File: src/rtl/bp_pkg.sv
// Shared types and constants for the BP map player: cell and move encodings, verdict codes, map geometry.
package bp_pkg;

  typedef enum logic [1:0] {ROAD = 2'd0, LOW = 2'd1, HIGH = 2'd2, WALL = 2'd3} cell_e;
  typedef enum logic [1:0] {STAY = 2'd0, RIGHT = 2'd1, LEFT = 2'd2, JUMP = 2'd3} move_e;

  localparam logic [2:0] ERR_OK      = 3'd0;
  localparam logic [2:0] ERR_WALL    = 3'd1;
  localparam logic [2:0] ERR_JUMP    = 3'd2;
  localparam logic [2:0] ERR_EDGE    = 3'd3;
  localparam logic [2:0] ERR_TIMEOUT = 3'd4;
  localparam logic [2:0] ERR_DROP    = 3'd5;
  localparam logic [2:0] ERR_OVERLAP = 3'd6;

  localparam int ROWS        = 64;
  localparam int MOVES       = 63;
  localparam int OBST_PERIOD = 8;

  // Type code 3 would be a second wall, so it folds back to plain road.
  function automatic logic [1:0] gap_type(input logic [1:0] b);
    return (b == 2'd3) ? 2'd0 : b;
  endfunction

endpackage

File: src/rtl/bp_lfsr16.sv
// 16-bit Fibonacci LFSR (taps 16,14,13,11) with synchronous load and single-step advance.
// Latency: new value visible the cycle after load/step; no backpressure.
module bp_lfsr16 #(
  parameter logic [15:0] RST_VAL = 16'hACE1
) (
  input  logic        clk,
  input  logic        rst_n,
  input  logic        i_load,
  input  logic [15:0] i_seed,
  input  logic        i_step,
  output logic [15:0] o_value
);

  logic [15:0] r_lfsr;
  logic        w_fb;

  assign w_fb    = r_lfsr[15] ^ r_lfsr[13] ^ r_lfsr[12] ^ r_lfsr[10];
  assign o_value = r_lfsr;

  always_ff @(posedge clk or negedge rst_n) begin
    if (!rst_n) begin
      r_lfsr <= RST_VAL;
    end else if (i_load) begin
      r_lfsr <= i_seed;
    end else if (i_step) begin
      r_lfsr <= {r_lfsr[14:0], w_fb};
    end
  end

endmodule

File: src/rtl/bp_map_player.sv
// Drives a seeded 64-row BP obstacle map, then replays the 63-move answer and scores it.
// Latency: 64-cycle map burst, verdict one cycle after the deciding move; the responder cannot stall the map.
module bp_map_player
  import bp_pkg::*;
#(
  parameter int          TIMEOUT  = 300,
  parameter logic [15:0] DEF_SEED = 16'hACE1
) (
  input  logic        clk,
  input  logic        rst_n,
  input  logic        start,
  input  logic [15:0] seed,
  output logic        in_valid,
  output logic [2:0]  guy,
  output logic [1:0]  in0,
  output logic [1:0]  in1,
  output logic [1:0]  in2,
  output logic [1:0]  in3,
  output logic [1:0]  in4,
  output logic [1:0]  in5,
  output logic [1:0]  in6,
  output logic [1:0]  in7,
  input  logic        out_valid,
  input  logic [1:0]  out,
  output logic        done,
  output logic        pass,
  output logic [5:0]  err_step,
  output logic [2:0]  err_code
);

  localparam int            TW      = $clog2(TIMEOUT + 1);
  localparam logic [TW-1:0] TO_LAST = TW'(TIMEOUT - 1);

  localparam logic [2:0] S_IDLE   = 3'd0;
  localparam logic [2:0] S_DRIVE  = 3'd1;
  localparam logic [2:0] S_WAIT   = 3'd2;
  localparam logic [2:0] S_CHECK  = 3'd3;
  localparam logic [2:0] S_REPORT = 3'd4;

  logic [2:0]      r_state;
  logic [5:0]      r_d;
  logic [5:0]      r_mv;
  logic [TW-1:0]   r_to;
  logic [2:0]      r_lane;
  logic [7:0][2:0] r_gap_lane;
  logic [7:0][1:0] r_gap_type;
  logic [7:0][1:0] r_row;
  logic            r_valid;
  logic [2:0]      r_guy;
  logic            r_done;
  logic            r_pass;
  logic [5:0]      r_err_step;
  logic [2:0]      r_err_code;

  logic [15:0]     w_seed_eff;
  logic [15:0]     w_lfsr;
  logic            w_load;
  logic            w_step;
  logic [5:0]      w_nd;
  logic [1:0]      w_gtype;
  logic [7:0][1:0] w_obst_row;
  logic [5:0]      w_row;
  logic [2:0]      w_ridx;
  logic            w_obst;
  move_e           w_move;
  logic [2:0]      w_nlane;
  logic            w_edge;
  logic            w_wall;
  logic            w_jmp;
  logic [2:0]      w_code;
  logic            w_fin;
  logic [2:0]      w_fin_code;
  logic [5:0]      w_fin_step;
  logic            w_unused_lfsr;

  assign w_seed_eff = (seed == 16'd0) ? DEF_SEED : seed;
  assign w_load     = (r_state == S_IDLE) && start;
  assign w_nd       = r_d + 6'd1;
  // Step one row ahead so each obstacle row registers straight from the current LFSR value.
  assign w_step     = (r_state == S_DRIVE) && (w_nd[2:0] == 3'd7) && (w_nd != 6'(ROWS - 1));

  bp_lfsr16 #(.RST_VAL(DEF_SEED)) u_lfsr (
    .clk     (clk),
    .rst_n   (rst_n),
    .i_load  (w_load),
    .i_seed  (w_seed_eff),
    .i_step  (w_step),
    .o_value (w_lfsr)
  );

  assign w_gtype       = gap_type(w_lfsr[4:3]);
  assign w_unused_lfsr = ^w_lfsr[15:5];

  always_comb begin
    w_obst_row = '0;
    for (int i = 0; i < 8; i++) begin
      w_obst_row[i] = (3'(i) == w_lfsr[2:0]) ? w_gtype : WALL;
    end
  end

  // Move k lands on row k+1; obstacle tables are indexed by row/8.
  assign w_row  = r_mv + 6'd1;
  assign w_ridx = w_row[5:3];
  assign w_obst = (w_row[2:0] == 3'd0);
  assign w_move = move_e'(out);

  always_comb begin
    w_edge  = 1'b0;
    w_nlane = r_lane;
    case (w_move)
      RIGHT: if (r_lane == 3'd7) w_edge = 1'b1; else w_nlane = r_lane + 3'd1;
      LEFT:  if (r_lane == 3'd0) w_edge = 1'b1; else w_nlane = r_lane - 3'd1;
      default: ;
    endcase
  end

  assign w_wall = w_obst && (w_nlane != r_gap_lane[w_ridx]);
  assign w_jmp  = w_obst && (((r_gap_type[w_ridx] == LOW)  && (w_move != JUMP)) ||
                             ((r_gap_type[w_ridx] == HIGH) && (w_move == JUMP)));
  assign w_code = w_edge ? ERR_EDGE : (w_wall ? ERR_WALL : (w_jmp ? ERR_JUMP : ERR_OK));

  always_comb begin
    w_fin      = 1'b0;
    w_fin_code = ERR_OK;
    w_fin_step = 6'd0;
    case (r_state)
      S_DRIVE: if (out_valid) begin
        w_fin = 1'b1; w_fin_code = ERR_OVERLAP;
      end
      S_WAIT: begin
        if (out_valid) begin
          if (w_code != ERR_OK) begin
            w_fin = 1'b1; w_fin_code = w_code; w_fin_step = r_mv;
          end
        end else if (r_to == TO_LAST) begin
          w_fin = 1'b1; w_fin_code = ERR_TIMEOUT;
        end
      end
      S_CHECK: begin
        if (!out_valid) begin
          w_fin = 1'b1; w_fin_code = ERR_DROP; w_fin_step = r_mv;
        end else if (w_code != ERR_OK) begin
          w_fin = 1'b1; w_fin_code = w_code; w_fin_step = r_mv;
        end else if (r_mv == 6'(MOVES - 1)) begin
          w_fin = 1'b1;
        end
      end
      default: ;
    endcase
  end

  always_ff @(posedge clk or negedge rst_n) begin
    if (!rst_n) begin
      r_state <= S_IDLE;    r_d <= '0;        r_mv <= '0;
      r_to <= '0;           r_lane <= '0;     r_gap_lane <= '0;
      r_gap_type <= '0;     r_row <= '0;      r_valid <= 1'b0;
      r_guy <= '0;          r_done <= 1'b0;   r_pass <= 1'b0;
      r_err_step <= '0;     r_err_code <= '0;
    end else begin
      r_done <= 1'b0;
      if (w_fin) begin
        r_state    <= S_REPORT;
        r_done     <= 1'b1;
        r_pass     <= (w_fin_code == ERR_OK);
        r_err_code <= w_fin_code;
        r_err_step <= w_fin_step;
        r_valid    <= 1'b0;
        r_row      <= '0;
        r_guy      <= '0;
      end else begin
        case (r_state)
          S_IDLE: if (start) begin
            r_state    <= S_DRIVE;
            r_d        <= '0;
            r_mv       <= '0;
            r_valid    <= 1'b1;
            r_row      <= '0;
            r_guy      <= w_seed_eff[2:0];
            r_lane     <= w_seed_eff[2:0];
            r_pass     <= 1'b0;
            r_err_step <= '0;
            r_err_code <= ERR_OK;
          end
          S_DRIVE: begin
            r_guy <= '0;
            if (r_d == 6'(ROWS - 1)) begin
              r_valid <= 1'b0;
              r_row   <= '0;
              r_to    <= '0;
              r_state <= S_WAIT;
            end else begin
              r_d <= w_nd;
              if (w_nd[2:0] == 3'd0) begin
                r_row                <= w_obst_row;
                r_gap_lane[w_nd[5:3]] <= w_lfsr[2:0];
                r_gap_type[w_nd[5:3]] <= w_gtype;
              end else begin
                r_row <= '0;
              end
            end
          end
          S_WAIT: begin
            if (out_valid) begin
              r_lane  <= w_nlane;
              r_mv    <= 6'd1;
              r_state <= S_CHECK;
            end else begin
              r_to <= r_to + 1'b1;
            end
          end
          S_CHECK: begin
            r_lane <= w_nlane;
            r_mv   <= r_mv + 6'd1;
          end
          default: r_state <= S_IDLE;
        endcase
      end
    end
  end

  assign in_valid = r_valid;
  assign guy      = r_guy;
  assign in0      = r_row[0];
  assign in1      = r_row[1];
  assign in2      = r_row[2];
  assign in3      = r_row[3];
  assign in4      = r_row[4];
  assign in5      = r_row[5];
  assign in6      = r_row[6];
  assign in7      = r_row[7];
  assign done     = r_done;
  assign pass     = r_pass;
  assign err_step = r_err_step;
  assign err_code = r_err_code;

endmodule

File: config.mk
export PLATFORM = sky130hd
export DESIGN_NAME = bp_map_player
export DESIGN_NICKNAME = d
export VERILOG_FILES = /design/src/rtl/bp_pkg.sv /design/src/rtl/bp_lfsr16.sv /design/src/rtl/bp_map_player.sv
export SDC_FILE = /design/constraint.sdc
export NUM_CORES = 1
export LEC_CHECK = 0
export ABC_AREA = 0
export BUFFER_PORTS_ARGS = -buffer_cell sky130_fd_sc_hd__buf_2
export CORE_MARGIN = 3
export CORE_UTILIZATION = 60
export DETAILED_ROUTE_END_ITERATION = 8
export PLACE_DENSITY = 0.8
export SYNTH_ARGS = -nofsm -noshare
export SYNTH_HDL_FRONTEND = slang
export SYNTH_HIERARCHICAL = 1
export SYNTH_SLANG_ARGS = --single-unit
File: constraint.sdc
create_clock -name clk -period 4.4 [get_ports clk]
set_clock_uncertainty 0.15 [all_clocks]
set_input_delay 0.66 -clock clk [delete_from_list [all_inputs] [get_ports clk]]
set_output_delay 0.66 -clock clk [all_outputs]
set_load 0.02 [all_outputs]
==> results of run 1 <==
-- logic make-up (layout without fill, tap and decap cells) --
kind of cell	Yosys count	count (layout)	share of synthesized area
AO/OA/AOI/OAI	121	121	0.139
XOR/XNOR	11	11	0.0181
adder cells (fa/ha/maj)	13	13	0.0265
buffers and inverters	58	112	0.0421
flip-flops	114	114	0.466
multiplexers	80	80	0.153
AND/OR/NAND/NOR	182	182	0.155
-- worst min-delay path by stage --
| stage | from | endpoint | slack, ns |
|---|---|---|---|
| after floorplan | rst_n | done | 0.21 |
| after detailed placement | in0[0] | in0[0] | 0.31 |
| after global routing | seed[3] | u_lfsr/o_value[3] | 0.22 |
| final | seed[9] | u_lfsr/o_value[9] | 0.21 |
| after global placement | in0[0] | in0[0] | 0.31 |
| after CTS | seed[9] | u_lfsr/o_value[9] | 0.20 |
-- sequential cells by signal (all words and copies together), names as in the netlist, 3 cells and up --
signal / count
err_code: 3
err_step: 6
guy: 3
r_d: 6
r_gap_lane: 24
r_gap_type: 16
r_lane: 3
r_mv: 6
r_state: 3
r_to: 9
u_lfsr/o_value: 16
-- cell usage after synthesis (4+ instances only) --
library cell,instances
mux2i_1,29
nor2b_1,16
nor4_1,6
or3_1,6
o31ai_1,8
nand2_1,45
nand3_1,16
o2bb2ai_1,10
clkbuf_1,28
nor3_1,18
o21ai_0,15
nand4_1,7
o21ai_1,16
a31oi_1,10
a32o_1,6
buf_2,8
inv_1,16
xnor2_1,4
nor2_1,29
xor2_1,5
a22o_1,4
ha_1,13
o221ai_1,6
mux4_2,7
dfstp_2,8
mux2_2,44
a21oi_1,13
nand2b_1,19
dfrtp_1,106
a21o_1,7
-- cell type report --
| class | instances | area [sq um] | area share |
|---|---|---|---|
| clock buffers | 18 | 428 | 0.0605 |
| repair buffers | 62 | 340 | 0.0481 |
| inverters | 18 | 67.6 | 0.00956 |
| clock inverters | 14 | 179 | 0.0253 |
| multi-input cells | 407 | 3030 | 0.428 |
| flip-flops and latches | 114 | 2860 | 0.405 |
| well taps | 133 | 166 | 0.0235 |
-- through the flow --
step	cell area, sq um	cells
final	7070	766
after global routing	7070	766
after CTS	7070	766
after detailed placement	6450	733
after global placement	6450	733
after floorplan	6150	579
-- report_power, final --
group / switching (W) / total (W) / internal [W]
combinational: 0.000641 / 0.00107 / 0.000431
sequential: 0.000228 / 0.00149 / 0.00126
clock: 0.000521 / 0.00140 / 0.000883
total: 0.00139 / 0.00396 / 0.00257
-- layer usage --
metal	GRT usage	share of wire	routed length (um)	vias to the layer above
met3	0.0783	0.065	934	48
met2	0.443	0.49	7150	194
met4	0.130	0.034	490	0
li1	-	-	-	2190
met1	0.322	0.41	5880	2363
met5	0	0	0	-
-- critical path, cell delays in order (launching register included) --
cell and delay (ns):
dfrtp_1 0.45, and3_2 0.28, xnor2_2 0.47, mux4_2 0.59
nor2b_1 0.15, mux4_2 0.49, nor2_2 0.14, a31oi_4 0.29
nor2_1 0.43, mux2_2 0.38
-- repair_timing --
action,in CTS,in global routing
hold endpoints to repair,33,0
endpoints found under the setup margin,0,0
hold buffers,1,0
==> flow_summary.ini, run 1 <==
[run_status]
status = completed

[clocking]
max-clock-path-buffers = 2
insertion_delay_ns = 0.53
cts_tree = yes
cts-root-buf = clkbuf_8
cts_resized = 0
cts_num_sinks = 114
clkTransAtPathRegs_ns = 0.06
cts_setup_buffers = 0
numCtsBuffers = 17
htreeDepth = 4

[routing]
dr.pass1.iters = 7
vias = 4795
detail-route-antenna-nets = 0
route.detailed.vias_per_inst = 6.26
wl_per_cell_um = 18.9
route.detailed.drc = 0
wirelength_um = 14400
drt_iter0_markers = 389

[place]
globalplace.congestion = 0.894
pre_cts_ws_ns = 0.372
portBuffers = 52
dp_hpwl_um = 9740

[timing]
tns_ns = 0
worst_slack_ns = 0.445
rsz0062_at_grt = no
fmax_mhz = 253
period_needed_ns = 3.95
setup_viol = 0
hold_violations = 0
finalCritPeriodShare = 0.899
slew_viol_final = 0
relSlewSlack = 0.142
hold-worst-slack_ns = 0.212
worst_pin_slew_ns = 1.27

[critical_path]
crit_end = r_lane[2]
crit_arrival_ns = 4.21
ff2ff_setup_slack_ns = 0.45
start_kind = register
critPathMaxFanout = 23
critPathLaunch = r_mv[2]
required_ns = 4.66
reg2reg_to = r_lane[2]
cp-end-kind = register
path_class = reg -> reg
r2r.worst_path.cells = 9
reg2reg_from = r_mv[2]

[hold_path]
min_path_type = in -> reg
min_delay_path_depth = 3

[global_routing]
grt_usage = 0.268
grt_max_degree = 44
grt_overflow_total = 0
grt_pass1_wl_um = 23900
grt_pass1_vias = 4906
antenna_found_initial = 0

[final_layout]
diodes = 0
n_fill_cell = 713
syn_to_final_growth_pct = 15.0
post-route-util = 0.717
fin_nets = 655
final_common_cell = dfrtp_1
final_cell_mix = dfrtp_1 (106), buf_2 (51), nand2_1 (45)
drive_above_1_share = 0.265

[logic_synthesis]
syn_nets = 614
synth_edf_count = 0
yosysSeqAreaShare = 0.466
syn_area_sq_mm = 0.00615
ys_seq_elements = 114
yosysUniqueCellTypes = 63
synthTopCellsByArea = dfrtp_1 (43%), mux2_2 (8.1%), mux2i_1 (4.7%)
synth_top_area_frac = 0.431
async_reset_ff_frac = 1.00
yosysWarnings = 6
ys.flop_type = dfrtp_1
yosys.area.top_type = dfrtp_1
synth_cells = 579
synth_area_per_cell_sq_um = 10.6

[floorplanning]
start_util = 0.623
core_area_sq_mm = 0.00986
io_pins = 53
rows = 36
fp.dieW_um = 107
fp.dieH_um = 107
die_area_sq_mm = 0.0115

[power]
leakagePower_nw = 3.37
power_w = 0.00396
powerDensity_mw_per_mm2 = 561
ir_worst_vdd_v = 0.000384

[job]
max_cap_violations = 0
Note: power is estimated with default switching activity, not from simulation.
==> inputs of run 2 (changes only) <==
- PLACE_DENSITY: 0.8 -> 0.84
==> flow_summary.ini, run 2 (synthesized netlist as in run 1, its figures left out) <==
[clocking]
insertion_delay_ns = 0.53
cts_num_sinks = 114
max-clock-path-buffers = 2
cts_setup_buffers = 0
cts_resized = 0
hold_buffers = 0
cts_tree = yes
numCtsBuffers = 17
htreeDepth = 4
cts-root-buf = clkbuf_8
clkTransAtPathRegs_ns = 0.06

[global_routing]
grt_usage = 0.267
antenna_found_initial = 0
grt_overflow_total = 0
grt_pass1_vias = 4953
grt_pass1_wl_um = 24000
grt_max_degree = 48

[hold_path]
min_path_type = in -> async

[critical_path]
required_ns = 4.65
start_kind = register
cp-end-kind = register
reg2reg_from = r_mv[0]
critPathLaunch = r_mv[0]
path_class = reg -> reg
crit_arrival_ns = 4.34
critPathMaxFanout = 16

[final_layout]
largest_register_ffs = 24
final_common_cell = dfrtp_1
fin_nets = 654
diodes = 0
regMostFlops = r_gap_lane
drive_above_1_share = 0.266
syn_to_final_growth_pct = 14.2
final_cell_mix = dfrtp_1 (106), buf_2 (51), nand2_1 (45)

[place]
dp_hpwl_um = 9820
globalplace.congestion = 0.883
portBuffers = 52

[timing]
tns_ns = 0
slew_viol_final = 0
period_needed_ns = 4.09
rsz0062_at_grt = no
setup_viol = 0
fmax_mhz = 245
finalCritPeriodShare = 0.928
relSlewSlack = 0.0739
worst_pin_slew_ns = 1.38
hold-worst-slack_ns = -0.00440
hold_violations = 7

[floorplanning]
fp.dieH_um = 107
fp.dieW_um = 107
start_util = 0.623
core_area_sq_mm = 0.00986
rows = 36
die_area_sq_mm = 0.0115
io_pins = 53

[routing]
route.detailed.drc = 0
wl_per_cell_um = 18.7
detail-route-antenna-nets = 0
dr.pass1.iters = 7
vias = 4827
route.detailed.vias_per_inst = 6.31
wirelength_um = 14300
drt_iter0_markers = 398

[power]
ir_worst_vdd_v = 0.000362
leakagePower_nw = 3.36
power_w = 0.00385
powerDensity_mw_per_mm2 = 549

[job]
max_cap_violations = 0

[run_status]
status = complete, but fails checks
violations = negative hold slack
## run 2: cell count changes in the layout (fill, tap and decap cells not counted)
cell | previous run | this run
inv_6 | 2 | 6
clkinv_4 | 5 | 2
clkinv_2 | 1 | 2
clkinvlp_4 | 3 | 2
dlygate4sd3_1 | 1 | 0
bufinv_16 | 3 | 1
clkbuf_8 | 2 | 3
## run 2: final cells by class
class | instances | area, sq um
well taps | 133 | 166
clock inverters | 13 | 125
fillers | 663 | 2840
repair buffers | 61 | 330
clock buffers | 19 | 442
inverters | 18 | 67.6
flip-flops and latches | 114 | 2860
multi-input cells | 407 | 3030
## run 2: routing by layer
layer	global-route usage	wire length (um)
met1	0.337	6050
met2	0.437	6990
met3	0.0554	811
met4	0.132	460
met5	0	0
## run 2: path summary, 6_finish.rpt
path / to / slack (ns) / depth (start not counted)
min in group clk: u_lfsr/o_value[14] / 0.22 / 3
worst min-delay path: r_mv[3] / -0.004 / 1
worst max register to register: r_state[0] / 0.31 / 12
worst min register to register: in0[0] / 0.33 / 1
worst max-delay path: r_state[0] / 0.31 / 12
max in group asynchronous: in3[1] / 3.17 / 2
## run 2: power by group
group / internal [W] / switching, W
Clock: 0.000788 / 0.000523
Combinational: 0.000420 / 0.000635
Sequential: 0.00126 / 0.000230
Total: 0.00247 / 0.00139
## run 2: stage by stage
stage	hold slack, ns	util	cells	cell area (sq um)	worst slack (ns)
2_1_floorplan	0.214	-	579	6150	0.852
3_3_place_gp	0.308	0.654	733	6450	0.509
3_5_place_dp	0.314	0.654	733	6450	0.328
4_1_cts	0.00818	0.712	765	7020	0.342
5_1_grt	0.0304	0.712	765	7020	0.0866
6_report	-0.00440	0.712	765	7020	0.315
## run 2: worst max-delay path, cell delays in order, from the launching register on
cell	delay (ns)
dfrtp_1	0.45
ha_1	0.26
nand3_1	0.16
xor2_1	0.21
buf_4	0.30
mux2i_1	0.13
mux4_2	0.51
xnor2_1	0.14
nor3_1	0.38
a31oi_4	0.28
nor2_4	0.39
inv_2	0.22
a2111oi_1	0.37
==> inputs of run 3 (changes only) <==
- CORE_MARGIN: 3 -> unset
- SKIP_LAST_GASP: unset -> 1
==> flow_summary.ini, run 3 (synthesized netlist as in run 1, its figures left out) <==
[routing]
wl_per_cell_um = 18.5
drt_iter0_markers = 368
vias = 4825
detail-route-antenna-nets = 0
dr.pass1.iters = 5
wirelength_um = 14200
route.detailed.vias_per_inst = 6.30
route.detailed.drc = 0

[global_routing]
grt_pass1_wl_um = 22800
grt_usage = 0.288
grt_pass1_vias = 4647
grt_max_degree = 68
grt_overflow_total = 0
antenna_found_initial = 0

[clocking]
cts_tree = yes
numCtsBuffers = 17
max-clock-path-buffers = 2
cts-root-buf = clkbuf_8
htreeDepth = 4
cts_num_sinks = 114
insertion_delay_ns = 0.53
clkTransAtPathRegs_ns = 0.06

[critical_path]
path_class = reg -> reg
reg2reg_from = r_mv[0]
cp-end-kind = register
ff2ff_setup_slack_ns = 0.48
crit_arrival_ns = 4.18
critPathMaxFanout = 23
start_kind = register
r2r.worst_path.cells = 11
required_ns = 4.66
reg2reg_to = r_mv[0]

[place]
globalplace.congestion = 0.899
portBuffers = 52
placedCellCount = 735
dp_hpwl_um = 9650

[final_layout]
syn_to_final_growth_pct = 15.1
n_fill_cell = 665
layout.cells.non_filler = 766
final_cell_mix = dfrtp_1 (106), buf_2 (51), nand2_1 (45)
drive_above_1_share = 0.265
diodes = 0
fin_nets = 658
regMostFlops = r_gap_lane
final_common_cell = dfrtp_1
largest_register_ffs = 24

[timing]
finalCritPeriodShare = 0.890
tns_ns = 0
hold_violations = 0
relSlewSlack = 0.125
rsz0062_at_grt = no
fmax_mhz = 255
slew_viol_final = 0
period_needed_ns = 3.92
worst_pin_slew_ns = 1.30
setup_viol = 0

[floorplanning]
core_area_sq_mm = 0.00986
start_util = 0.623
die_area_sq_mm = 0.0107
fp.dieW_um = 103
io_pins = 53
fp.dieH_um = 103
rows = 36

[power]
seq_power_share = 0.380
pwr-share-comb = 0.274
ir_worst_vdd_v = 0.000340
leakagePower_nw = 3.38
power_switching_w = 0.00135
internal_power_w = 0.00258
clkPwrFrac = 0.347
p_sw_frac = 0.344
powerDensity_mw_per_mm2 = 555

[hold_path]
min_path_type = in -> async

[run_status]
status = completed

[job]
max_cap_violations = 0
[run 3: routing by layer]
metal	global-route usage	vias up	share of wire	routed length (um)
li1	-	2200	-	-
met1	0.375	2423	0.43	6140
met2	0.454	175	0.49	6960
met3	0.0806	27	0.056	793
met4	0.129	0	0.021	302
met5	0	-	0	0
[run 3: area by class of cell]
| type | count | area [sq um] | area share |
|---|---|---|---|
| tap | 133 | 166 | 0.0235 |
| clock buffer | 20 | 445 | 0.0630 |
| clock inverter | 9 | 134 | 0.0189 |
| sequential | 114 | 2860 | 0.405 |
| multi-input combinational | 407 | 3040 | 0.429 |
| inverter | 18 | 67.6 | 0.00955 |
| timing repair buffer | 65 | 360 | 0.0509 |
[run 3: worst max-delay path by stage]
stage | start | slack, ns | end | cells past startpoint
floorplan | r_mv[0] | 0.85 | r_lane[2] | 11
global placement | r_mv[1] | 0.40 | r_state[0] | 10
global route | r_mv[3] | 0.26 | r_lane[2] | 10
finish | r_mv[0] | 0.48 | r_mv[0] | 11
detailed placement | r_mv[1] | 0.25 | r_state[0] | 10
CTS | r_mv[2] | 0.21 | r_state[0] | 10
[run 3: repair_timing]
| action | 4_1_cts | 5_1_grt |
|---|---|---|
| endpoints found under the setup margin | 0 | 1 |
| gates resized for setup | 0 | 1 |
| buffers inserted | 0 | 2 |
| hold buffers | 0 | 0 |
[run 3: stage by stage]
| stage | hold WS [ns] | utilization | cell area, sq um | power [W] | setup WS [ns] |
|---|---|---|---|---|---|
| after floorplan | 0.214 | - | 6150 | 0.00225 | 0.852 |
| after global placement | 0.311 | 0.656 | 6470 | 0.00249 | 0.396 |
| after detailed placement | 0.318 | 0.656 | 6470 | 0.00255 | 0.246 |
| after CTS | 0.118 | 0.714 | 7050 | 0.00391 | 0.210 |
| after global routing | 0.148 | 0.717 | 7070 | 0.00411 | 0.255 |
| final | 0.0925 | 0.717 | 7070 | 0.00393 | 0.484 |
[run 3: power by group through the flow]
stage / sequential, W / clock, W / combinational (W)
after floorplan: 0.00144 / 0 / 0.000810
after global placement: 0.00148 / 0 / 0.00101
after detailed placement: 0.00149 / 0 / 0.00105
after CTS: 0.00148 / 0.00137 / 0.00106
after global routing: 0.00152 / 0.00142 / 0.00117
final: 0.00149 / 0.00136 / 0.00107
[run 3: worst max-delay path, cell delays in order (launching register included)]
cell,delay (ns)
dfrtp_1,0.45
ha_1,0.27
nand3_1,0.14
xor2_1,0.19
buf_4,0.29
mux2i_1,0.11
mux4_2,0.48
xnor2_1,0.14
nor3_1,0.40
a31oi_4,0.36
nor2_1,0.43
mux2_2,0.38
